<file path="src/rtl/nr_div_pkg.sv">
// Shared state encoding and width helpers for the sequential non-restoring divider.
// Used by nr_div_step and nr_div_seq_ctrl.
package nr_div_pkg;

  typedef enum logic [1:0] {
    IDLE = 2'd0,
    ITER = 2'd1,
    FIX  = 2'd2,
    DONE = 2'd3
  } nr_state_t;

  function automatic int dvw_of(input int nx);
    return nx - 1;
  endfunction

  // One extra bit over the dividend so the partial remainder can go negative.
  function automatic int pw_of(input int nx);
    return 2 * nx - 1;
  endfunction

  function automatic int cw_of(input int nx);
    return (nx > 1) ? $clog2(nx) : 1;
  endfunction

endpackage

</file>
<file path="src/rtl/nr_div_step.sv">
// One non-restoring add/subtract stage: P -/+ (D << k) depending on the sign of P.
// Purely combinational; the sequencer reuses this single instance every iteration.
module nr_div_step
  import nr_div_pkg::*;
#(
  parameter int NX = 3
) (
  input  logic signed [pw_of(NX)-1:0]  p,
  input  logic        [dvw_of(NX)-1:0] d,
  input  logic        [cw_of(NX)-1:0]  k,
  input  logic                         sign,
  output logic signed [pw_of(NX)-1:0]  p_next,
  output logic                         q_bit
);

  localparam int DVW = dvw_of(NX);
  localparam int PW  = pw_of(NX);

  logic signed [PW-1:0] d_sh;

  // Divisor is zero-extended before the shift so the shifted value stays positive.
  assign d_sh   = {{(PW-DVW){1'b0}}, d} << k;
  assign p_next = sign ? (p + d_sh) : (p - d_sh);
  assign q_bit  = ~p_next[PW-1];

endmodule

</file>
<file path="src/rtl/nr_div_seq_ctrl.sv">
// Sequential non-restoring unsigned divider with start/done handshake (NX iterations + fix-up).
// Optional macro NRDIV_EARLY_OVF_EN: flag overflow at accept and finish immediately.
module nr_div_seq_ctrl
  import nr_div_pkg::*;
#(
  parameter int NX = 3
) (
  input  logic                          clk,
  input  logic                          rst,
  input  logic                          start,
  input  logic [2*dvw_of(NX)-1:0]       dividend,
  input  logic [dvw_of(NX)-1:0]         divisor,
  output logic                          busy,
  output logic                          done,
  output logic [NX-1:0]                 quo,
  output logic [dvw_of(NX)-1:0]         rem,
  output logic                          err
);

  localparam int DVW = dvw_of(NX);
  localparam int PW  = pw_of(NX);
  localparam int CW  = cw_of(NX);

  nr_state_t            state_reg, state_next;
  logic [DVW-1:0]       d_reg;
  logic signed [PW-1:0] p_reg;
  logic [CW-1:0]        cnt_reg;
  logic [NX-1:0]        quo_reg;
  logic [DVW-1:0]       rem_reg;
  logic                 err_reg;

  logic [CW-1:0]        step_k;
  logic signed [PW-1:0] step_p;
  logic                 step_q;
  logic signed [PW-1:0] fix_p;
  logic [NX-1:0]        k_hot;
  logic                 div_zero;
  logic                 accept_err;

  assign div_zero = (divisor == '0);

`ifdef NRDIV_EARLY_OVF_EN
  logic div_ovf;
  assign div_ovf    = {1'b0, dividend} >= ({{NX{1'b0}}, divisor} << NX);
  assign accept_err = div_zero | div_ovf;
`else
  assign accept_err = div_zero;
`endif

  // FIX reuses the step with k=0; it is only taken when P is negative, i.e. P + D.
  assign step_k = (state_reg == FIX) ? '0 : cnt_reg;
  assign fix_p  = p_reg[PW-1] ? step_p : p_reg;

  nr_div_step #(
    .NX(NX)
  ) u_step (
    .p     (p_reg),
    .d     (d_reg),
    .k     (step_k),
    .sign  (p_reg[PW-1]),
    .p_next(step_p),
    .q_bit (step_q)
  );

  genvar gi;
  generate
    for (gi = 0; gi < NX; gi++) begin : g_khot
      assign k_hot[gi] = (cnt_reg == CW'(gi));
    end
  endgenerate

  always_ff @(posedge clk) begin
    if (rst) begin
      state_reg <= IDLE;
    end else begin
      state_reg <= state_next;
    end
  end

  always_comb begin
    state_next = state_reg;
    case (state_reg)
      IDLE: begin
        if (start) begin
`ifdef NRDIV_EARLY_OVF_EN
          state_next = accept_err ? DONE : ITER;
`else
          state_next = ITER;
`endif
        end
      end
      ITER:    if (cnt_reg == '0) state_next = FIX;
      FIX:     state_next = DONE;
      DONE:    state_next = IDLE;
      default: state_next = IDLE;
    endcase
  end

  always_ff @(posedge clk) begin
    if (rst) begin
      d_reg   <= '0;
      p_reg   <= '0;
      cnt_reg <= '0;
      quo_reg <= '0;
      rem_reg <= '0;
      err_reg <= 1'b0;
    end else begin
      case (state_reg)
        IDLE: begin
          if (start) begin
            d_reg   <= divisor;
            p_reg   <= {1'b0, dividend};
            cnt_reg <= CW'(NX - 1);
            quo_reg <= '0;
            err_reg <= accept_err;
`ifdef NRDIV_EARLY_OVF_EN
            if (accept_err) begin
              quo_reg <= '1;
              rem_reg <= '0;
            end
`endif
          end
        end
        ITER: begin
          p_reg   <= step_p;
          // quo was cleared on accept, so OR-ing in the current bit is enough.
          quo_reg <= quo_reg | (k_hot & {NX{step_q}});
          if (cnt_reg != '0) begin
            cnt_reg <= cnt_reg - CW'(1);
          end
        end
        FIX: begin
          p_reg   <= fix_p;
          rem_reg <= fix_p[DVW-1:0];
        end
        default: ;
      endcase
    end
  end

  assign busy = (state_reg != IDLE);
  assign done = (state_reg == DONE);
  assign quo  = quo_reg;
  assign rem  = rem_reg;
  assign err  = err_reg;

endmodule
</file>
<file path="config.mk">
export PLATFORM = sky130hd
export DESIGN_NAME = nr_div_seq_ctrl
export DESIGN_NICKNAME = d
export VERILOG_FILES = /design/src/rtl/nr_div_pkg.sv /design/src/rtl/nr_div_step.sv /design/src/rtl/nr_div_seq_ctrl.sv
export SDC_FILE = /design/constraint.sdc
export NUM_CORES = 1
export LEC_CHECK = 0
export ABC_AREA = 1
export ABC_CLOCK_PERIOD_IN_PS = 3500
export CORE_ASPECT_RATIO = 2
export CORE_MARGIN = 2
export CORE_UTILIZATION = 30
export CTS_CLUSTER_SIZE = 14
export DETAILED_ROUTE_END_ITERATION = 10
export PLACE_DENSITY = 0.51
export SETUP_SLACK_MARGIN = 0.15
export SYNTH_ARGS = -nofsm -noshare
export SYNTH_HDL_FRONTEND = slang
export SYNTH_SLANG_ARGS = --single-unit
</file>
<file path="constraint.sdc">
create_clock -name clk -period 3.5 [get_ports clk]
set_input_delay 0.7 -clock clk [delete_from_list [all_inputs] [get_ports clk]]
set_output_delay 0.7 -clock clk [all_outputs]
set_load 0.02 [all_outputs]
</file>
* Word level (Yosys, flattened, before mapping)
Index checks and enable logic that the tools add are counted.
** Storage, ports and cells
- Word-level logic and storage cells :: 50
- Register bits after elaboration :: 17
- Output and inout port bits :: 8
- Input bits :: 9
** Operators by class
- Bitwise gates (word level) :: 3
- Reduce and logical (&&, ||, !) cells :: 13
- Shift operators :: 1
- Add/subtract/negate cells :: 3
- Eq/ne operators :: 9
- Mux-type cells :: 13
** Operators with widths (number)
- 5-bit two-way mux :: 3
- 5-bit one-hot mux with 3 select lines :: 1
- 2-bit two-way mux :: 5
- 2-bit inequality test, second input constant :: 4
- 2-bit one-hot mux with 4 select lines :: 1
- 2-bit AND reduction :: 4
- 2-bit equality test, second input constant :: 3
- 2-bit zero test :: 3
- 3-bit one-hot mux with 2 select lines :: 1
- 3-bit AND reduction :: 2
- 2-bit nonzero test :: 3
- 5-bit adder :: 1
- 2-bit by 2-bit left shift with 5-bit output :: 1
- 5-bit subtractor :: 1
- 2-bit by 1-bit equality test with 1-bit output, second input constant :: 2
- 2-bit one-hot mux with 2 select lines :: 1
- 3-bit AND :: 1
- 3-bit two-way mux :: 1
- 3-bit OR :: 1
- 3-bit nonzero test :: 1
- 2-bit by 1-bit subtractor with 2-bit output, second input constant :: 1
- 1-bit inverter :: 1

* Depth between registers and ports, before layout
- Depth after elaboration :: 9
- Depth in mapped cells :: 22
- Depth with buffers taken out :: 22

* By module
From an unflattened synthesis, not the netlist that was laid out.
** Second synthesis, totals
- Cell total of the unflattened synthesis :: 197
- Area, all modules :: 1325.0 um^2
** By module, submodules not included
- nr_div_seq_ctrl :: area an instance 963.4 um^2, cells each 133, seq. area each 340.3 um^2, times used 1
- nr_div_step :: area an instance 361.6 um^2, cells each 64, seq. area each 0.0 um^2, times used 1

* Worst setup path before layout
OpenSTA, ideal clock, no wires.
- Path kind :: flip-flop to flip-flop
- Start point :: reg state_reg[0]
- End point :: reg p_reg[4]
- Cell stages (with the launch flop) :: 23
- Path buffers :: 0
- Slack :: 0.827 ns
- Arrival :: 2.551 ns
- Data required time :: 3.378 ns
- Setup time :: 0.122 ns
- Clock period less this slack :: 2.673 ns
- Path through :: dfxtp_1 inv_1 ha_1 inv_2 nand2_4 nand2_1 and2_1 nand2_1 ha_1 nand2_1 o21ai_0 inv_1 fa_1 inv_1 nand2_1 nand3_1 nand2_1 nand2_1 inv_1 nand2_2 nand2_1 nand2_1 a21oi_2
** On the way
- Longest elaborated chain between the ends :: 7
- Elaborated cells between the ends (all ways) :: 13
- Those cells by class :: add/sub: 2; eq/ne: 3; shift: 1; mux: 4; reduce/logical: 3
** RTL lines
- from (decl) :: RTL line nr_div_seq_ctrl.sv:24 : nr_state_t state_reg, state_next;
- from (signal assigned) :: RTL line nr_div_seq_ctrl.sv:76 : state_reg <= state_next;
- 2-bit equality test :: RTL line nr_div_seq_ctrl.sv:51, nr_div_seq_ctrl.sv:108
- 2-bit two-way mux :: RTL line nr_div_seq_ctrl.sv:51 : assign step_k = (state_reg == FIX) ? '0 : cnt_reg;
- 2-bit by 2-bit left shift with 5-bit output :: RTL line nr_div_step.sv:22 : assign d_sh = {{(PW-DVW){1'b0}}, d} << k;
- 5-bit subtractor or 5-bit adder (tied branches) :: RTL line nr_div_step.sv:23 : assign p_next = sign ? (p + d_sh) : (p - d_sh);
- 5-bit two-way mux :: RTL line nr_div_step.sv:23
- 5-bit two-way mux :: RTL line nr_div_seq_ctrl.sv:52 : assign fix_p = p_reg[PW-1] ? step_p : p_reg;
- 5-bit one-hot mux with 3 select lines :: RTL line nr_div_seq_ctrl.sv:108 : case (state_reg)
- to (signal assigned) :: RTL line nr_div_seq_ctrl.sv:112 : p_reg <= {1'b0, dividend};
- to (signal assigned) :: RTL line nr_div_seq_ctrl.sv:125 : p_reg <= step_p;
- to (signal assigned) :: RTL line nr_div_seq_ctrl.sv:133 : p_reg <= fix_p;
- to (decl) :: RTL line nr_div_seq_ctrl.sv:26 : logic signed [PW-1:0] p_reg;
Parallel ways exist; a longest one is shown, timed or not. The select of a mux whose other input is x is not followed.
A chain may end at the register's enable or synchronous reset.

* Worst setup path after layout
Same ends and word-level chain as after synthesis.

==> flow_summary_export.csv <==
group,metric,value,unit
detailed_routing,ant_nets,0,
clock_tree,cts-root-buf,"clkbuf_8",
clock_tree,cts_buffers,3,
sta,skew,4.991,ps
synth,yosysTopAreaCellShare,27.70,%
die,start_util,30.68,%
sta,setup_viol,0,
sta,fin_crit,2936,ps
synth,async_reset_ff_share,0,%
detailed_routing,drtPass1Iterations,4,
die,io_pins,17,
setup_path,crit_type,"register to register",
synth,yosysWarningCount,0,
setup_path,start_kind,"register",
sta,worst_slew_pin_slew,426.5,ps
detailed_routing,drt_iter0_drc,27,
synth,ys_seq_elements,17,
grt,antenna_found_initial,0,
placed_design,numPortBuffers,16,
detailed_routing,via_per_inst,4.669,
grt,grt_pass1_vias,1188,
grt,grtUsageTotal,13.81,%
power,ir_drop,0.4124,mV
sta,rsz0062_at_grt,"no",
detailed_routing,wl_per_cell,11.12,microns
die,rows,33,
sta,fmax,340.7,MHz
die,fp.dieArea,0.004654,sq mm
power,switching_power,644.0,uW
synth,ys.flop_type,"dfxtp_1",
final_layout,antennaDiodeCount,0,
power,p_int,659.6,uW
sta,relSlewSlack,71.57,%
placed_design,gp_congestion,0.7911,
sta,holdWs,449.3,ps
hold_path,hold_class,"register to register",
clock_tree,htreeDepth,1,
setup_path,critPathArrivalTime,3080,ps
final_layout,fillers,480,
clock_tree,clkTransAtPathRegs,80,ps
setup_path,cp_cell_sequence,"inv_1 -> ha_1 -> inv_2 -> nand2_4 -> nand2_1 -> and2_1 -> nand2_1 -> ha_1 -> nand2_1 -> o21ai_0 -> inv_1 -> fa_1 -> inv_1 -> nand2_1 -> nand3_1 -> nand2_1 -> nand2_1 -> inv_1 -> nand2_2 -> nand2_1 -> nand2_1 -> a21oi_2",
synth,avgSynthCellArea,6.788,sq um
clock_tree,cts.sinks,17,
synth,seq_area_frac_synth,27.70,%
sta,tns,0,ps
final_layout,nNetsFinal,224,
power,pwr-share-comb,63.6,%
power,clock_power_share,12.0,%
synth,netlist_area,0.001229,sq mm
sta,hold_viol_final,0,
final_layout,largest_reg_flops,5,
outcome,outcome,"complete, no violations",
placed_design,hpwl,2346,microns
clock_tree,cts-resized-gates,0,
grt,grt.overflow.total,0,
die,dieHeight,94.51,microns
setup_path,crit_path_max_fanout,5,
synth,synthCells,181,
job,max_cap_viol_count,0,
clock_tree,cts_max_path_buffers,2,
synth,ys_top_cells_by_count,"33 x nand2_1, 31 x inv_1, 21 x a21oi_1, 17 x dfxtp_1",
detailed_routing,vias,1186,
die,core-area,0.004005,sq mm
grt,grt_start_max_net_pins,11,
synth,synth_cell_types,29,
synth,synth_fp_nets,202,
detailed_routing,drc_errors,0,
synth,synth_edf_count,0,
power,switching_share,49.40,%
synth,synthTopCellsByArea,"dfxtp_1 28%, ha_1 11%, nand2_1 10%, inv_1 9.5%, a21oi_1 8.6%",
final_layout,syn2layout_area_growth,22.91,%
clock_tree,tritoncts,"done",
die,die_w,49.25,microns
clock_tree,cts_setup_buffers,0,
power,leakagePower,0.0007062,uW
clock_tree,clk_latency,260,ps
power,power_frac_seq,24.4,%
setup_path,required,3650,ps
power,power.density,863.2,mW/mm^2
setup_path,worstSetupEndpointType,"register",
setup_path,slowest_delay,380,ps
sta,post-route-period-util,83.87,%
sta,slew_viol_final,0,
setup_path,cp_slowest_cell,"fa_1",
grt,grt_pass1_wl,5119,microns
setup_path,crit_top_cell,"nand2_1",
final_layout,drive_gt1_share,11.39,%
clock_tree,cts_hold_buf,0,
detailed_routing,wirelength,2825,microns
synth,yosys.cell_count.top_type,"nand2_1",
synth,synth_top_area_cell,"dfxtp_1",
critical path, delay by kind of cell, from the launching register on:
kind	cells	cell delay (ps)
adders and majority gates	3	920
AOI/OAI and AO/OA	2	150
buffers and inverters	5	480
DFF	1	370
and+or+nand+nor	12	910
power groups by stage:
stage	registers, uW	clock network, uW	logic [uW]
after floorplan	317	0	618
final	318	157	829
after CTS	319	159	826
after global routing	329	168	968
after detailed placement	323	0	823
after global placement	323	0	818
cell type report:
| class | count | area (sq um) | share of cell area (%) |
|---|---|---|---|
| inverter | 35 | 131.4 | 8.699 |
| clock inverter | 1 | 5.005 | 0.3314 |
| multi-input combinational | 128 | 752.0 | 49.79 |
| timing repair buffer | 18 | 175.2 | 11.60 |
| sequential | 17 | 340.3 | 22.54 |
| clock buffer | 3 | 41.29 | 2.734 |
| tap | 52 | 65.06 | 4.308 |
per-stage QoR:
step	util (%)	total power (uW)	cell area [sq um]	cells	setup WS (ps)
5_1_grt	37.71	1465	1510	254	158.3
3_3_place_gp	36.18	1142	1449	248	564.9
6_report	37.71	1304	1510	254	564.5
2_1_floorplan	-	935.1	1229	181	826.9
3_5_place_dp	36.18	1146	1449	248	503.0
4_1_cts	37.33	1304	1495	252	491.8
per-layer routing:
layer / GRT usage (%) / part of all wire, % / vias up
li1: - / - / 630
met1: 17.05 / 47 / 534
met2: 24.32 / 50 / 18
met3: 1.741 / 2.6 / 4
met4: 4.524 / 1.2 / 0
met5: 0 / 0 / -
final timing paths:
kind	startpoint	endpoint	slack, ps	cells past startpoint
worst min-delay path	quo[1]	quo[1]	450	2
worst max register to register	state_reg[0]	p_reg[4]	560	22
worst max-delay path	state_reg[0]	p_reg[4]	560	22
worst min register to register	quo[1]	quo[1]	450	2
cell usage in the layout, fill, tap and decap left out, types with 2 or more instances in the layout:
master and count:
nand3_2 2, clkbuf_8 3, a21oi_1 21, nand2_4 2, a211oi_1 2, nand3b_1 2
nand2_1 33, nor3_1 4, buf_4 2, nand4_1 2, inv_1 31, nor2_1 11
nand2_2 4, clkdlybuf4s50_1 16, o211ai_1 3, dfxtp_1 17, inv_2 4, o21ai_0 11
nand3_1 8, nor2_2 2, ha_1 11
cell families after synthesis:
logic type | after synthesis | synth area share [%]
and+or+nand+nor | 73 | 28.62
adders and majority gates | 12 | 12.83
buffers and inverters | 36 | 11.10
DFF | 17 | 27.70
xor gates and xnor gates | 1 | 0.7130
AOI/OAI and AO/OA | 42 | 19.04
(Power assumes the default switching activity.)
